File: config.mk
export PLATFORM = sky130hd
export DESIGN_NAME = inst_fetch
export DESIGN_NICKNAME = d
export VERILOG_FILES = /design/src/rtl/inst_fetch.sv
export SDC_FILE = /design/constraint.sdc
export NUM_CORES = 1
export LEC_CHECK = 0
export CAP_MARGIN = 20
export CORE_ASPECT_RATIO = 0.7
export CORE_MARGIN = 4
export CORE_UTILIZATION = 48
export DETAILED_ROUTE_END_ITERATION = 8
export GPL_ROUTABILITY_DRIVEN = 0
export PLACE_DENSITY = 0.87
export SYNTH_ARGS = -nofsm -noshare
export SYNTH_HDL_FRONTEND = slang
export SYNTH_SLANG_ARGS = --single-unit
File: constraint.sdc
create_clock -name clk -period 3 [get_ports clk]
set_input_delay 0.3 -clock clk [delete_from_list [all_inputs] [get_ports clk]]
set_output_delay 0.3 -clock clk [all_outputs]
set_load 0.02 [all_outputs]
File: src/rtl/inst_fetch.sv
// inst_fetch: PC generation with branch delay slot, stall-held redirect capture and flush override
module inst_fetch (
  input  logic        clk,
  input  logic        rst,
  input  logic [5:0]  stall,
  input  logic        flush,
  input  logic [31:0] new_pc,
  input  logic [32:0] br_bus,
  output logic [32:0] if_to_id_bus,
  output logic        inst_sram_en,
  output logic [3:0]  inst_sram_wen,
  output logic [31:0] inst_sram_addr,
  output logic [31:0] inst_sram_wdata,
  output logic        if_adel,
  output logic [1:0]  fetch_state
);
  localparam logic [1:0] RUN = 2'b00, HOLD = 2'b01, HOLD_BR = 2'b10;
  logic [31:0] pc_q, pc_d, pend_addr_q, pend_addr_d;
  logic ce_q, pend_valid_q, pend_valid_d, capture, br_e, unused;
  logic [1:0] state_q, state_d;
  logic [31:0] br_addr;
  assign br_e = br_bus[32];
  assign br_addr = br_bus[31:0];
  assign unused = ^stall[5:1];
  assign if_to_id_bus = {ce_q, pc_q};
  assign inst_sram_addr = pc_q;
  assign if_adel = ce_q & (pc_q[1:0] != 2'b00);
  assign inst_sram_en = ce_q & ~if_adel;
  assign inst_sram_wen = 4'b0000;
  assign inst_sram_wdata = 32'h0;
  assign fetch_state = state_q;
  // next PC by priority; a stalled branch is captured once and replayed on release
  always_comb begin
    pc_d = flush ? new_pc : pend_valid_q ? pend_addr_q : br_e ? br_addr : pc_q + 32'd4;
    capture = stall[0] & br_e & ~flush & (state_q != HOLD_BR);
    state_d = (flush | ~stall[0]) ? RUN : (br_e | state_q == HOLD_BR) ? HOLD_BR : HOLD;
    pend_valid_d = (flush | ~stall[0]) ? 1'b0 : (capture | pend_valid_q);
    pend_addr_d = capture ? br_addr : pend_addr_q;
  end
  // state update; pc advances unless stalled, flush always redirects
  always_ff @(posedge clk) begin
    if (rst) begin
      pc_q <= 32'hBFBF_FFFC;
      ce_q <= 1'b0;
      pend_valid_q <= 1'b0;
      pend_addr_q <= 32'h0;
      state_q <= RUN;
    end else begin
      ce_q <= 1'b1;
      if (~stall[0] | flush) pc_q <= pc_d;
      pend_valid_q <= pend_valid_d;
      pend_addr_q <= pend_addr_d;
      state_q <= state_d;
    end
  end
endmodule

==> results of run 1 <==
cells by family after synthesis:
kind of cell               Yosys count  share of synthesized area (%)
AOI/OAI and AO/OA                  170                           22.8
xor gates and xnor gates            11                           2.12
adders and majority gates            1                          0.275
buffers and inverters              122                           16.6
DFF                                 68                           29.9
muxes                               16                           3.61
other                                1                         0.0825
and+or+nand+nor                    235                           24.6
stage by stage:
stage | instance area (um^2) | instances | setup WS (ps)
final | 5930 | 836 | 696
after CTS | 5930 | 836 | 739
after global routing | 5930 | 836 | 594
after floorplan | 4680 | 659 | 923
after global placement | 5580 | 820 | 807
after detailed placement | 5580 | 820 | 721
state kept, by name (all words and copies together) (netlist names):
register,count
fetch_state,2
pend_valid_q,1
inst_sram_addr,32
pend_addr_q,32
ce_q,1
how the worst max path moves through the flow:
stage,startpoint,to,cells past startpoint
6_report,inst_sram_addr[6],inst_sram_addr[21],5
2_1_floorplan,inst_sram_addr[6],inst_sram_addr[21],6
3_5_place_dp,br_bus[32],inst_sram_addr[18],8
3_3_place_gp,br_bus[32],inst_sram_addr[18],8
4_1_cts,inst_sram_addr[6],inst_sram_addr[21],5
5_1_grt,inst_sram_addr[6],inst_sram_addr[21],5
metal layers:
layer	global-route usage [%]	vias up
met3	7.58	52
met4	11.0	0
met5	0	-
li1	-	2245
met2	42.7	370
met1	33.0	2273
power by group through the flow:
stage | sequential, mW | combinational (mW) | clock, mW
floorplan | 1.07 | 0.468 | 0
global placement | 1.05 | 0.723 | 0
detailed placement | 1.05 | 0.740 | 0
CTS | 1.04 | 0.745 | 1.26
global route | 1.05 | 0.806 | 1.31
finish | 1.04 | 0.753 | 1.25
layout make-up:
cell class / instances / area share (%)
clock inverter: 4 / 1.60
tap: 124 / 2.61
clock buffer: 12 / 4.32
sequential: 68 / 22.9
timing repair buffer: 151 / 24.8
inverter: 8 / 0.506
multi-input combinational: 469 / 43.2
worst max-delay path: cells and delay by family, from the launching register on:
family,cells,cell delay [ps]
flip-flops,1,540
multiplexers,1,370
AO/OA/AOI/OAI,1,290
AND/OR/NAND/NOR,3,990
placed cells by master (no fill, tap or decap), drive strengths merged, types with 10 or more instances in the layout:
master,Yosys,routed
conb,1,36
clkbuf,34,12
nand2,116,116
mux2i,13,13
nor2,31,31
buf,80,17
nand2b,10,10
a21oi,82,82
nand3,17,17
dfxtp,68,68
clkdlybuf4s50,0,134
o311ai,10,10
nor3,13,13
nand4,10,10
o21ai,27,27
and3,12,12
==> impl.org, run 1 <==
** Setup path
- In this run the critical register-to-register path is captured at inst_sram_addr[21].
- Data required time at the worst endpoint :: 3220 ps
- Startpoint of the worst-slack reg-to-reg timing path :: inst_sram_addr[6]
- CP max stage cell :: sky130_fd_sc_hd__dfxtp_1
- Launching element type of the critical path :: flip-flop
- Counting cells, the worst reg-to-reg path comes to 5.
- For this run, the slowest stage of the critical path takes 540 ps.
- STA classifies the critical path endpoint as a flip-flop.
- Traced cell by cell, the critical path runs through and4_1 > nand4_1 > nor3_1 > mux2_2 > a211o_1.
- Setup slack on the worst reg-to-reg path comes out at 700 ps.
- Arrival time of the worst setup path :: ~2500 ps
- Along the worst path, the maximum fanout reaches 10.
- The critical path in this run is classified as reg -> reg.

** Die
- Die footprint :: between 10000 and 15000 um^2
- For this configuration, the core starts out at a cell density of ~50%.
- Number of placement rows :: 29
- During I/O placement, the number of pins put on the boundary was around 180.
- The die is 89.4 um tall.
- Die extent in x :: 124 um
- CORE AREA :: 9140 um^2

** Yosys
- Count of synthesis-stage warnings from yosys :: 0
- Synth top area cells :: sky130_fd_sc_hd__dfxtp_1, sky130_fd_sc_hd__buf_4, sky130_fd_sc_hd__nand2_1, sky130_fd_sc_hd__a21oi_1, sky130_fd_sc_hd__o21ai_0
- The mapped netlist covers about 4500 um^2.
- Counting every instance in the synthesized netlist gives between 600 and 700.
- The most common cell in the synthesized netlist is sky130_fd_sc_hd__nand2_1.
- In this run, synthesis produced a sequential element count of approximately 70.
- Number of flops mapped to enable cells by yosys :: 0
- Averaged over all synthesized cells, the footprint is between 7 and 8 um^2.
- The most used flip-flop cell after synthesis is sky130_fd_sc_hd__dfxtp_1.
- The netlist uses 58 different library cells.
- The share of the Yosys chip area taken by registers is 29.9%.
- sky130_fd_sc_hd__dfxtp_1 takes more of the synthesized area than any other cell.
- The commonest cells after synthesis are sky130_fd_sc_hd__nand2_1, sky130_fd_sc_hd__a21oi_1, sky130_fd_sc_hd__buf_4.
- In the synthesized netlist the async set-or-reset flop fraction comes to 0%.
- In this run the biggest area consumer among cell types represents between 20% and 30% of the synthesized area.

** Power
- The share of total power dissipated in combinational logic is between 20% and 30%.
- The analysis attributes to cell leakage a power of roughly 2.3 nW.
- Power per cell area :: approximately 510 nW/um^2
- The analysis attributes to net switching a power of 0.888 mW.
- Internal power comes to 2.15 mW.
- Sequential cells account for around a third of the total power.
- Net Sw Frac :: just under 30%
- The worst-case IR drop observed on VDD is about 0.23 mV.
- In this run, the clock network consumes approximately two fifths of the power.
- Power comes to about 3.0 mW.

** STA
- Worst slew pin tran :: 705 ps
- Setup total negative slack on the finished layout was measured at 0 ps.
- Number of setup violations in the final report :: 0
- Post-route clock skew :: approximately 3.6 ps
- The number of pins exceeding their max-slew limit in the final report was 0.
- Dividing the final minimum period by the clock period gives roughly 77%.
- In this run the tightest slew margin relative to its limit is 53.0%.
- Setup repair after global routing left no endpoint under its margin.
- The final number of hold-violating endpoints is 0.
- Final worst path period need :: between 2000 and 2500 ps
- Maximum operating frequency :: ~0.43 GHz
- Hold is met by between 400 and 500 ps.

** Detailed routing
- DRC errors left :: 0
- The detailed router put a total of a little over 6 mm of wire on met1.
- In the final routed layout, each cell accounts on average for ~18 um.
- The routed design has about 15 mm of wire.
- Wire segments on met3 add up to around 1.7 mm in the final route.
- The routed layout has about 4900 vias.
- Topmost layer with routed signal wires :: met4
- After the first detailed-routing iteration, the DRC count stood at between 500 and 600.
- Vias per Instance :: slightly below 6
- Post-DRT Antenna Nets :: 0
- Met2 wirelength from detailed routing :: 6.74 mm
- The first TritonRoute pass finished after 6 iterations.

** Clock network
- Post-CTS repair changed the size of 0 cells.
- No sink is reached through more buffers than the 2 on the longest clock path.
- The root buffer cell chosen for the clock tree is sky130_fd_sc_hd__clkbuf_16.
- In this run the number of H-tree levels came out at 3.
- Clock-pin slew of the registers on the worst-case setup and hold paths :: roughly 50 ps
- Clock latency of the later-clocked register in the worst-skew pair :: about 330 ps
- The number of clock buffers added by TritonCTS is 9.
- Post-CTS Hold Fix Bufs :: 0
- TritonCTS built the clock tree.
- Number of clock sinks :: between 60 and 70
- Once the clock tree was built, the setup fixing pass inserted 0 buffers.

** Worst hold path
- Kind of path behind the tightest hold check :: in -> reg
- In this run the most critical hold path is launched from rst.
- Worst Hold End :: inst_sram_addr[0]
- The worst hold path passes through 2 cells.

** Layout
- The layout has between 700 and 800 filler cells.
- Final net count :: 782
- Footprint of the multi-input gates :: ~2600 um^2
- Compared with the post-synthesis result, the final layout area differs by 30.5%.
- Fraction of final layout cells sized beyond drive strength 1 :: approximately 6.2%
- The number of antenna diodes in the final layout is 0.
- Post-route core utilization :: between 60% and 70%
- The sequential cells in the finished layout cover a total of around 1400 um^2.

** Global route
- The number of global-route vias before repair is roughly 4700.
- Wire length of the first global-routing pass :: ~24 mm
- Global routing used between 20% and 30% of the available tracks across all layers.
- Entering global routing, the biggest net connects 52 pins.
- The initial antenna violation count was 0.
- Global route overflow :: 0

** Placement
- Detailed placer's ending HPWL :: roughly 10 mm
- Input and output buffers added on the ports amount to approximately 140.

** Run
- Across the run, the number of max-cap violations was 0.

** Status
- Outcome :: finished clean
Power figures use the tool's default switching activity.
==> run 2: changes to the inputs <==
CORE_UTILIZATION = 45   (was 48)
PLACE_DENSITY = 0.82   (was 0.87)
clock period = 2.4 ns   (was 3 ns; I/O delays follow)
==> run 2 against run 1 <==
Combinational power grew 27%. Cell area is 1.0% higher. Worst setup slack worse by 450 ps. Clock power rose by 24%. Critical path depth grew 1. Sequential power rose by 25%. First-iteration DRC count did not move. Sequential cell count unchanged. Sequential share of layout area shrank 0.23 points. Critical path type unchanged.
==> impl.org, run 2 (synthesis gave the netlist of run 1 again) <==
** Layout
- Commonest cells after routing, fill and taps aside :: sky130_fd_sc_hd__clkdlybuf4s50_1, sky130_fd_sc_hd__nand2_1, sky130_fd_sc_hd__a21oi_1 (unchanged)
- The number of fill cells in the layout came to 845 (was 766).
- The net count reported at finish came to 788 (was 782).
- The total area of sequential cells came to 1360 um^2 (unchanged).
- The commonest non-fill, non-tap cell in the layout was sky130_fd_sc_hd__clkdlybuf4s50_1 (unchanged).
- The antenna diode count was 0 (unchanged).
- The synthesis-to-finish area growth is 31.9% (was 30.5%).
- Footprint of the multi-input gates :: 2560 um^2 (unchanged)
- Fraction of final layout cells sized beyond drive strength 1 :: 7.10% (was 6.18%)

** STA
- The worst slew slack as a fraction of its limit is 60.1% (was 53.0%).
- Number of setup violations in the final report :: 0 (unchanged)
- Setup repair after global routing missed its margin :: false (unchanged)
- Post-route clock skew :: 8.79 ps (was 3.59 ps)
- Final hold violation count :: 0 (unchanged)
- The peak clock frequency supported by timing is 0.464 GHz (was 0.434 GHz).
- Worst slew pin tran :: 599 ps (was 705 ps)
- Number of pins exceeding their max-slew limit in the final report :: 0 (unchanged)
- Final-layout setup total negative slack :: 0 ps (unchanged)
- The share of the clock period used by the worst path after layout came to 89.7% (was 76.8%).
- The clock period minus worst slack is 2150 ps (was 2300 ps).
- Post-layout worst setup margin :: 246 ps (was 696 ps)

** Power
- The fraction of power spent switching nets came to 29.9% (was 29.2%).
- The power share of the combinational group is 25.1% (was 24.8%).
- The post-layout total power is 3.81 mW (was 3.04 mW).
- Internal portion of total power :: 2.67 mW (was 2.15 mW)
- Sequential fraction of design power :: 34.1% (was 34.2%)
- The net switching power is 1.14 mW (was 0.888 mW).
- The clock share of power is 40.8% (was 41.1%).
- Leakage power figure :: 2.35 nW (was 2.32 nW)
- Power per cell area :: 636 nW/um^2 (was 512 nW/um^2)
- Largest vdd supply drop :: 0.412 mV (was 0.227 mV)

** Worst hold path
- The source of the worst hold timing path is rst (unchanged).
- Worst Hold End :: pend_addr_q[19] (was inst_sram_addr[0])
- The class of the most critical hold timing path is in -> reg (unchanged).
- The number of cells on the worst hold path is 2 (unchanged).

** Setup path
- The maximum single-stage delay on the critical path was 480 ps (was 540 ps).
- Critical path class :: reg -> reg (unchanged)
- Buf+Inv Stages, Crit Path :: 0 (unchanged)
- Worst-case reg-to-reg path depth :: 6 (was 5)
- The reg-to-reg critical path startpoint was inst_sram_addr[2] (was inst_sram_addr[6]).
- The kind of start point of the critical path was a flip-flop (unchanged).
- The highest-delay cell along the critical path is sky130_fd_sc_hd__dfxtp_1 (unchanged).
- The data arrival time of the critical path was 2380 ps (was 2530 ps).
- Cell Chain, Critical Path: ha_1 > and3_1 > and3_1 > nand3_1 > xor2_1 > o311ai_0 (was and4_1 > nand4_1 > nor3_1 > mux2_2 > a211o_1).
- Data required time at the worst endpoint :: 2620 ps (was 3220 ps)
- Cell type with the highest occurrence count on the critical path :: sky130_fd_sc_hd__and3_1
- The end of the worst register-to-register path is inst_sram_addr[16] (was inst_sram_addr[21]).
- The largest driver fanout on the critical path was 9 (was 10).
- The nature of the critical path endpoint is a flip-flop (unchanged).
- Largest delay contributor family on the critical path :: simple AND/OR/NAND/NOR gates (unchanged)
- Worst reg-to-reg setup slack :: 250 ps (was 700 ps)

** Placement
- The port buffer count came to 137 (unchanged).
- The detailed placement HPWL was 10.7 mm (was 10.3 mm).
- The pre-CTS worst setup slack is 300 ps (was 721 ps).

** Clock network
- The CTS tree is done (unchanged).
- The deepest clock path buffer count is 2 (unchanged).
- Clock latency of the later-clocked register in the worst-skew pair :: 340 ps (was 330 ps)
- CTS resizes :: 0 (unchanged)
- The TritonCTS buffer count is 9 (unchanged).
- Count of H-tree levels built during CTS :: 3 (unchanged)
- Clock-pin slew of the registers on the worst-case setup and hold paths :: 50 ps (about the same)
- Post-CTS setup buffers :: 0 (unchanged)
- The number of clock sinks seen by CTS came to 68 (unchanged).
- The clock root buffer was sky130_fd_sc_hd__clkbuf_16 (unchanged).
- Post-CTS Hold Fix Bufs :: 0 (unchanged)

** Detailed routing
- First-pass iteration count of the detailed router :: 5 (was 6)
- Detailed router's first-iteration violation count :: 531 (unchanged)
- The remaining antenna violation count was 0 (unchanged).
- Total length of routed wires :: 15.4 mm (was 15.1 mm)
- The DRC violation count after routing was 0 (unchanged).
- The via-per-instance ratio came to 5.78 (was 5.91).
- The overall via count from detail_route was 4892 (was 4940).
- Routed length per placed instance :: 18.2 um (was 18.0 um)

** Global route
- Wire length of the first global-routing pass :: 24.3 mm (was 23.5 mm)
- The initial antenna violation count is 0 (unchanged).
- Aggregate global-route resource usage :: 25.6% (was 26.2%)
- The total congestion overflow came to 0 (unchanged).
- The pin count of the biggest net entering global routing was 50 (was 52).
- The number of global-route vias before repair was 4742 (was 4727).

** Die
- The die footprint came to 11800 um^2 (was 11100 um^2).
- The number of core rows was 30 (was 29).
- Die extent in x :: 128 um (was 124 um)
- The initial core utilization came to 46.6% (was 49.7%).
- DIE HEIGHT :: 92.1 um (was 89.4 um)
- The area inside the core boundary was 9760 um^2 (was 9140 um^2).
- The number of top-level design ports was 179 (unchanged).

** Run
- Max Cap Viol :: 0 (unchanged)

** Status
- Outcome: finished clean (unchanged).
## run 2: cell count changes in the layout (fill, tap and decap cells not counted)
cell and delta:
sky130_fd_sc_hd__buf_12 +1, sky130_fd_sc_hd__buf_4 +5, sky130_fd_sc_hd__clkbuf_1 -1, sky130_fd_sc_hd__clkbuf_8 -1
sky130_fd_sc_hd__clkinv_4 +1, sky130_fd_sc_hd__clkinvlp_4 +1
## run 2: per-stage QoR
step,utilization [%],hold slack [ps],instances,area [um^2]
after floorplan,-,364,659,4680
after global placement,57.8,439,830,5640
after detailed placement,57.8,447,830,5640
after CTS,61.4,345,846,5990
after global routing,61.4,382,846,5990
final,61.4,357,846,5990
## run 2: worst max path at each step
stage                          to  cells after the start          startpoint  slack, ps
5_1_grt        inst_sram_addr[16]                      6   inst_sram_addr[2]        110
2_1_floorplan  inst_sram_addr[21]                      6   inst_sram_addr[6]        320
6_report       inst_sram_addr[16]                      6   inst_sram_addr[2]        250
3_5_place_dp   inst_sram_addr[27]                      5  inst_sram_addr[14]        300
4_1_cts        inst_sram_addr[27]                      5  inst_sram_addr[14]        280
3_3_place_gp   inst_sram_addr[30]                      6   inst_sram_addr[2]        370
## run 2: cell type report
cell class	count	area share [%]
Timing Repair Buffer	157	25.5
Tap cell	128	2.67
Multi-Input combinational cell	469	42.7
Clock buffer	10	3.99
Clock inverter	6	1.86
Sequential cell	68	22.7
Inverter	8	0.501
## run 2: worst register-to-register path: cells and delay by family (launching register included)
family | cells | cell delay [ps]
AO/OA/AOI/OAI | 1 | 280
XOR/XNOR | 1 | 160
adder cells (fa/ha/maj) | 1 | 230
flip-flops | 1 | 480
AND/OR/NAND/NOR | 3 | 900
## run 2: power groups by stage
stage                     logic, mW  clock network, mW  registers, mW
after floorplan               0.585                  0           1.34
after CTS                     0.949               1.56           1.29
after detailed placement      0.941                  0           1.32
final                         0.958               1.55           1.30
after global routing           1.02               1.62           1.31
after global placement        0.922                  0           1.31
## run 2: layer usage
| layer | up-vias | track usage (%) | share of wire, % |
|---|---|---|---|
| met5 | - | 0 | 0 |
| met3 | 25 | 6.58 | 11 |
| li1 | 2257 | - | - |
| met2 | 335 | 42.4 | 47 |
| met1 | 2275 | 33.3 | 41 |
| met4 | 0 | 6.36 | 1.2 |
